File: src/rtl/uart_tx.sv
// UART transmitter: start bit, DATA_BITS data bits LSB-first, optional odd parity, stop bit(s).
// Bit timing is 16 ticks of the shared tick_16x strobe per bit; all outputs are registered.
module uart_tx #(
  parameter int unsigned DATA_BITS = 8,
  parameter int unsigned STOP_BITS = 1
) (
  input  logic                 clk,
  input  logic                 reset,
  input  logic                 tick_16x,
  input  logic                 parity_enable,
  input  logic [DATA_BITS-1:0] tx_data,
  input  logic                 tx_valid,
  output logic                 tx_ready,
  output logic                 tx_pin,
  output logic                 tx_busy,
  output logic                 tx_done
);

  localparam int unsigned BitCntW = $clog2(DATA_BITS + 1);

  typedef enum logic [2:0] {
    StIdle,
    StStart,
    StData,
    StParity,
    StStop,
    StDone
  } state_e;

  state_e               state_q, state_d;
  logic [3:0]           tick_cnt_q, tick_cnt_d;
  logic [BitCntW-1:0]   bit_cnt_q, bit_cnt_d;
  logic                 stop_cnt_q, stop_cnt_d;
  logic [DATA_BITS-1:0] shift_q, shift_d;
  logic                 par_en_q, par_en_d;
  logic                 par_bit_q, par_bit_d;
  logic                 tx_pin_q, tx_pin_d;
  logic                 tx_ready_q, tx_ready_d;
  logic                 tx_busy_q, tx_busy_d;
  logic                 tx_done_q, tx_done_d;

  logic in_bit_state;
  logic bit_end;

  assign in_bit_state = (state_q == StStart) || (state_q == StData) ||
                        (state_q == StParity) || (state_q == StStop);
  assign bit_end      = in_bit_state && tick_16x && (tick_cnt_q == 4'd15);

  always_comb begin
    state_d    = state_q;
    tick_cnt_d = tick_cnt_q;
    bit_cnt_d  = bit_cnt_q;
    stop_cnt_d = stop_cnt_q;
    shift_d    = shift_q;
    par_en_d   = par_en_q;
    par_bit_d  = par_bit_q;

    // The 15 -> 0 wrap on a bit end doubles as the clear on entry to the next state.
    if (in_bit_state && tick_16x) begin
      tick_cnt_d = tick_cnt_q + 4'd1;
    end

    unique case (state_q)
      StIdle: begin
        tick_cnt_d = '0;
        bit_cnt_d  = '0;
        stop_cnt_d = 1'b0;
        if (tx_valid) begin
          state_d   = StStart;
          shift_d   = tx_data;
          par_en_d  = parity_enable;
          par_bit_d = ~^tx_data;
        end
      end
      StStart: begin
        if (bit_end) begin
          state_d = StData;
        end
      end
      StData: begin
        if (bit_end) begin
          shift_d = shift_q >> 1;
          if (bit_cnt_q == BitCntW'(DATA_BITS - 1)) begin
            bit_cnt_d = '0;
            state_d   = par_en_q ? StParity : StStop;
          end else begin
            bit_cnt_d = bit_cnt_q + BitCntW'(1);
          end
        end
      end
      StParity: begin
        if (bit_end) begin
          state_d = StStop;
        end
      end
      StStop: begin
        if (bit_end) begin
          if (stop_cnt_q == 1'(STOP_BITS - 1)) begin
            stop_cnt_d = 1'b0;
            state_d    = StDone;
          end else begin
            stop_cnt_d = 1'b1;
          end
        end
      end
      StDone: begin
        tick_cnt_d = '0;
        state_d    = StIdle;
      end
      default: begin
        state_d = StIdle;
      end
    endcase
  end

  // Outputs are decoded from the next state so they change on the same edge as the state.
  always_comb begin
    tx_pin_d   = 1'b1;
    tx_ready_d = (state_d == StIdle);
    tx_busy_d  = (state_d == StStart) || (state_d == StData) ||
                 (state_d == StParity) || (state_d == StStop);
    tx_done_d  = (state_d == StDone);
    case (state_d)
      StStart:  tx_pin_d = 1'b0;
      StData:   tx_pin_d = shift_d[0];
      StParity: tx_pin_d = par_bit_d;
      default:  tx_pin_d = 1'b1;
    endcase
  end

  always_ff @(posedge clk) begin
    if (reset) begin
      state_q    <= StIdle;
      tick_cnt_q <= '0;
      bit_cnt_q  <= '0;
      stop_cnt_q <= 1'b0;
      shift_q    <= '0;
      par_en_q   <= 1'b0;
      par_bit_q  <= 1'b0;
      tx_pin_q   <= 1'b1;
      tx_ready_q <= 1'b1;
      tx_busy_q  <= 1'b0;
      tx_done_q  <= 1'b0;
    end else begin
      state_q    <= state_d;
      tick_cnt_q <= tick_cnt_d;
      bit_cnt_q  <= bit_cnt_d;
      stop_cnt_q <= stop_cnt_d;
      shift_q    <= shift_d;
      par_en_q   <= par_en_d;
      par_bit_q  <= par_bit_d;
      tx_pin_q   <= tx_pin_d;
      tx_ready_q <= tx_ready_d;
      tx_busy_q  <= tx_busy_d;
      tx_done_q  <= tx_done_d;
    end
  end

  assign tx_pin   = tx_pin_q;
  assign tx_ready = tx_ready_q;
  assign tx_busy  = tx_busy_q;
  assign tx_done  = tx_done_q;

endmodule

File: config.mk
export PLATFORM = sky130hd
export DESIGN_NAME = uart_tx
export DESIGN_NICKNAME = d
export VERILOG_FILES = /design/src/rtl/uart_tx.sv
export SDC_FILE = /design/constraint.sdc
export NUM_CORES = 1
export LEC_CHECK = 0
export BUFFER_PORTS_ARGS = -buffer_cell sky130_fd_sc_hd__buf_4
export CORE_MARGIN = 2
export CORE_UTILIZATION = 30
export DETAILED_ROUTE_END_ITERATION = 12
export HOLD_SLACK_MARGIN = 0.15
export PLACE_DENSITY = 0.44
export SLEW_MARGIN = 20
export SYNTH_ARGS = -nofsm -noshare
export SYNTH_HDL_FRONTEND = slang
export SYNTH_SLANG_ARGS = --single-unit
File: constraint.sdc
create_clock -name clk -period 4.65 [get_ports clk]
set_clock_uncertainty 0.1 [all_clocks]
set_input_delay 0.6975 -clock clk [delete_from_list [all_inputs] [get_ports clk]]
set_output_delay 0.6975 -clock clk [all_outputs]
set_load 0.02 [all_outputs]
# ---- Yosys cells after proc, flatten, opt, wreduce, memory -nomap -nowiden
# Cells that the tools add are included.
dict set report totals {
  ff_bits 26
  input_bits 13
  output_inout_bits 4
  word_cells 68
}
dict set report op_classes {
  n_addsub 2
  eq_ne 15
  mux 21
  reduce_logical 18
}
# cell n
set ops {}
lappend ops {{2-to-1 mux 3 bit} 8}
lappend ops {{2-to-1 mux 8 bit} 2}
lappend ops {{one-hot mux 8 bit (2 select lines)} 1}
lappend ops {{one-hot mux 3 bit (5 select lines)} 1}
lappend ops {{== test 3 x 2 -> 1 bit, second input constant} 4}
lappend ops {{== test 3 bit, second input constant} 4}
lappend ops {{adder 4 x 1 -> 4 bit, second input constant} 2}
lappend ops {{2-to-1 mux 4 bit} 2}
lappend ops {{one-hot mux 4 bit (2 select lines)} 1}
lappend ops {{XNOR reduction 8 bit} 1}
lappend ops {{== test 3 x 1 -> 1 bit, second input constant} 2}
lappend ops {{logical NOT 3 bit} 2}
lappend ops {{logical OR 1 bit} 6}
lappend ops {{!= test 2 bit, second input constant} 3}
lappend ops {{AND reduction 2 bit} 3}
lappend ops {{== test 4 x 3 -> 1 bit, second input constant} 1}
lappend ops {{== test 4 bit, second input constant} 1}
lappend ops {{2-to-1 mux 1 bit} 4}
lappend ops {{nonzero test 2 bit} 2}
lappend ops {{one-hot mux 1 bit (3 select lines)} 1}
lappend ops {{AND reduction 3 bit} 1}
lappend ops {{OR reduction 3 bit} 1}
lappend ops {{logical AND 1 bit} 2}
lappend ops {{one-hot mux 1 bit (2 select lines)} 1}

# ---- Depth between registers and ports, before layout
dict set report logic_depth {
  depth_word 12
  ltp_mapped 8
  mapped_depth_nobuf 7
}

# ---- Worst setup path before layout
# OpenSTA, ideal clock, no wires.
dict set report synth_timing {
  path_type {input-to-reg}
  from {in tick_16x}
  to {reg tx_pin_q (netlist: tx_pin)}
  setup_time_ps 120
  arrival_ps 1769
  required_ps 4430
  path_slack_ps 2661
  path_stages 7
  n_path_buf 1
  cell_sequence {and4_1 > and3_4 > buf_6 > a22o_4 > a21oi_2 > and3_1 > o21ai_1}
}
dict set report synth_between {
  elab_chain_len 6
  word_cells_on_any_way 13
  classes_between {3 x eq/ne; 8 x mux; 2 x reduce/logical}
}
# item line
set synth_rtl {}
lappend synth_rtl {{from (decl)} 9} ;# input logic tick_16x,
lappend synth_rtl {{logical AND 1 bit * (2 in series)} 47} ;# assign bit_end = in_bit_state && tick_16x && (tick_cnt_q == 4'd15);
lappend synth_rtl {{2-to-1 mux 3 bit, on equally long branches} n/a}
lappend synth_rtl {{one-hot mux 3 bit (5 select lines)} 63} ;# unique case (state_q)
lappend synth_rtl {{== test 3 x 2 -> 1 bit or == test 3 x 1 -> 1 bit (tied branches)} 123} ;# case (state_d)
lappend synth_rtl {{one-hot mux 1 bit (3 select lines) *} 123}
lappend synth_rtl {{to (signal assigned)} 152} ;# tx_pin_q <= tx_pin_d;
lappend synth_rtl {{to (decl)} 37} ;# logic tx_pin_q, tx_pin_d;
# Every way passes the cells marked *; elsewhere a longest branch is shown, timed or not. The select of a mux whose other input is x is not followed.
# A chain may end at the register's enable or synchronous reset.

# ---- Final worst setup path
dict set report layout_timing {
  from {reg state_q[0]}
  to {reg tx_busy_q (netlist: tx_busy)}
}
dict set report layout_between {
  elab_chain_len 12
  word_cells_on_any_way 25
  classes_between {8 x eq/ne; 8 x mux; 9 x reduce/logical}
}
# item line
set layout_rtl {}
lappend layout_rtl {{from (decl)} 30} ;# state_e state_q, state_d;
lappend layout_rtl {{from (signal assigned)} 133} ;# state_q <= StIdle;
lappend layout_rtl {{from (signal assigned)} 145} ;# state_q <= state_d;
lappend layout_rtl {{== test 3 x 1 -> 1 bit or == test 3 x 2 -> 1 bit (tied branches)} {45, 63}}
lappend layout_rtl {{logical OR 1 bit (2 in series)} 45} ;# assign in_bit_state = (state_q == StStart) || (state_q == StData) ||
lappend layout_rtl {{logical OR 1 bit} 46} ;# (state_q == StParity) || (state_q == StStop);
lappend layout_rtl {{logical AND 1 bit (2 in series)} 47}
lappend layout_rtl {{2-to-1 mux 3 bit, on equally long branches} n/a}
lappend layout_rtl {{one-hot mux 3 bit (5 select lines) *} 63}
lappend layout_rtl {{== test 3 x 1 -> 1 bit or == test 3 x 2 -> 1 bit (tied branches)} 120} ;# tx_busy_d = (state_d == StStart) || (state_d == StData) ||
lappend layout_rtl {{logical OR 1 bit (2 in series)} 120}
lappend layout_rtl {{logical OR 1 bit *} 121} ;# (state_d == StParity) || (state_d == StStop);
lappend layout_rtl {{to (signal assigned)} 154} ;# tx_busy_q <= tx_busy_d;
lappend layout_rtl {{to (decl)} 39} ;# logic tx_busy_q, tx_busy_d;
# Every way passes the cells marked *; elsewhere a longest branch is shown, timed or not.

==> impl_metrics.tcl <==
set metrics [dict create \
    cts-hold-fix-buffers 0 \
    grt_pass1_vias 1040 \
    whs_ps 363 \
    grt_antenna_before_repair 0 \
    power_density_mw_per_mm2 292 \
    finalSetupTns_ps 0 \
    instances_no_fill 214 \
    critPathArrivalTime_ps 2000 \
    die_area_mm2 0.00503 \
    synth_area_mm2 0.00134 \
    cts_tree "yes" \
    drc 0 \
    vias 1102 \
    final_cell_mix "dfxtp_1 (26), nand2_1 (19), buf_4 (16)" \
    use_met3 0.0228 \
    synth_top_area_share 0.388 \
    synth_area_per_cell_um2 8.95 \
    core-area_mm2 0.00432 \
    drv_cap 0 \
    finish.utilization 0.351 \
    n_fill_cell 464 \
    grt.busiest_layer "met2" \
    ys_ff_latch 26 \
    use_met2 0.194 \
    drive_above_1_share 0.198 \
    path_buf_inv 0 \
    syn_inst 150 \
    nets 178 \
    initialDrtViolationCount 37 \
    yosysUniqueCellTypes 42 \
    routed_wl_um 2850 \
    drtPass1Iterations 4 \
    synth_edf_count 0 \
    synth.area.top_cells "dfxtp_1 (39%), xnor2_1 (5.9%), a21oi_1 (5.6%)" \
    post_cts_resized 0 \
    hold_class "reg2reg" \
    grt_max_degree 23 \
    grt_overflow 0 \
    cts_root_buf "clkbuf_8" \
    path_max_fanout 12 \
    critPathKind "reg2reg" \
    critPathTopFamily "compound AO/OA/AOI/OAI gates" \
    worst_setup_path_end_kind "flop" \
    crit_slowest_cell "dfxtp_1" \
    place_congestion 0.767 \
    setup_viol 0 \
    finalCriticalPeriod_ps 1950 \
    worstSetupStartpointType "flop" \
    critPathMaxStageDelay_ps 640 \
    grt_pass1_wl_um 4740 \
    vias_per_cell 5.15 \
    dp_cells 210 \
    cts_setup_buffers 0 \
    met1_usage 0.153 \
    fin_crit_sh 0.420 \
    irDropWorstVdd_mv 0.0921 \
    slew_viol_final 0 \
    die_h_um 70.9 \
    start_util 0.310 \
    rows 24 \
    relSlewSlack 0.669 \
    synth_ff_type "dfxtp_1" \
    dp_hpwl_um 2090 \
    ios 17 \
    path_clk_slew_ps 90 \
    diodes 0 \
    leakage_nw 0.585 \
    clock_latency_ps 270 \
    rsz0062_at_grt "no" \
    die_x_um 70.9 \
    worstMarginPinSlew_ps 495 \
    crit_required_ps 4700 \
    place.port_buffers 16 \
    async_flop_share 0 \
    avgRoutedWirePerCell_um 13.3 \
    htree_levels 1 \
    cts_made_buffers 3 \
    yosysTopAreaCell "dfxtp_1" \
    multi_input_area_um2 751 \
    final_common_cell "dfxtp_1" \
    status "complete, no violations" \
    final-hold-violation-count 0 \
    antenna_left 0 \
    clkSinkCount 26 \
    seq_area_um2 520 \
    critical_path.cell_chain "nor3_4 > and2_4 > o41ai_4 > o211a_1 > nor3_1" \
    ys_seq_area_frac 0.388 \
    syn_nets 165 \
    fmax_mhz 512 \
    total_power_w 0.000443 \
    yosys_warnings 0 \
    grtUsageTotal 0.118 \
    area_growth_pct 13.1 \
    clockBufferDepth 2 \
]
-- through the flow --
| stage | area, um2 | setup slack, ps |
|---|---|---|
| floorplan | 1340 | 2660 |
| global placement | 1460 | 2540 |
| detailed placement | 1460 | 2490 |
| CTS | 1520 | 2690 |
| global route | 1520 | 2520 |
| finish | 1520 | 2700 |
-- worst paths after layout --
kind                        endpoint  slack [ps]                    start  cells after the start
max reg2reg       tx_busy$_SDFF_PP0_        2700    state_q[0]$_SDFF_PP0_                      5
min reg2reg  shift_q[5]$_SDFFE_PP0P_         360  shift_q[5]$_SDFFE_PP0P_                      2
min          shift_q[5]$_SDFFE_PP0P_         360  shift_q[5]$_SDFFE_PP0P_                      2
max               tx_busy$_SDFF_PP0_        2700    state_q[0]$_SDFF_PP0_                      5
-- layer usage --
| metal | vias to the layer above | share of wire |
|---|---|---|
| li1 | 551 | - |
| met1 | 528 | 0.48 |
| met2 | 19 | 0.47 |
| met3 | 4 | 0.042 |
| met4 | 0 | 0.017 |
| met5 | - | 0 |
-- worst register-to-register path: cells and delay by family, from the launching register on --
| family | cells | cell delay, ps |
|---|---|---|
| and+or+nand+nor | 3 | 420 |
| AOI/OAI and AO/OA | 2 | 690 |
| DFF | 1 | 640 |
-- sequential cells by signal (all words and copies together), names as in the netlist --
| name | flops |
|---|---|
| bit_cnt_q | 4 |
| par_bit_q | 1 |
| par_en_q | 1 |
| shift_q | 8 |
| state_q | 3 |
| stop_cnt_q | 1 |
| tick_cnt_q | 4 |
| tx_busy | 1 |
| tx_done | 1 |
| tx_pin | 1 |
| tx_ready | 1 |
-- synth_stat cells (2+ instances only) --
master	number
dfxtp_1	26
nand2_1	19
a21oi_1	15
nor2_1	11
xnor2_1	9
a22oi_1	6
nor2b_1	5
nor3_1	5
buf_6	4
o21ai_0	4
and3_1	3
clkbuf_1	3
o21ai_1	3
a31oi_1	2
ha_1	2
inv_1	2
nand3_1	2
nand3b_1	2
nand4_2	2
nor3_2	2
xor2_1	2
-- report_power, final --
group | leakage [nW] | internal (W) | switching (W)
clock | 0.0288 | 0.0000756 | 0.0000700
combinational | 0.344 | 0.0000295 | 0.0000303
sequential | 0.212 | 0.000231 | 0.00000636
-- area by class of cell --
type,instances,area share
Sequential cell,26,0.343
Inverter,2,0.00494
Tap cell,52,0.0428
Timing Repair Buffer,16,0.0791
Multi-Input combinational cell,114,0.494
Clock buffer,4,0.0362
-- cell families after synthesis --
kind of cell             Yosys count  synth area share
AND/OR/NAND/NOR                   61             0.256
buffers and inverters             10            0.0531
AO/OA/AOI/OAI                     39             0.205
adder cells (fa/ha/maj)            2            0.0186
XOR/XNOR                          11            0.0718
multiplexers                       1           0.00746
flip-flops                        26             0.388
No activity file was read; power rests on OpenSTA's default activity.
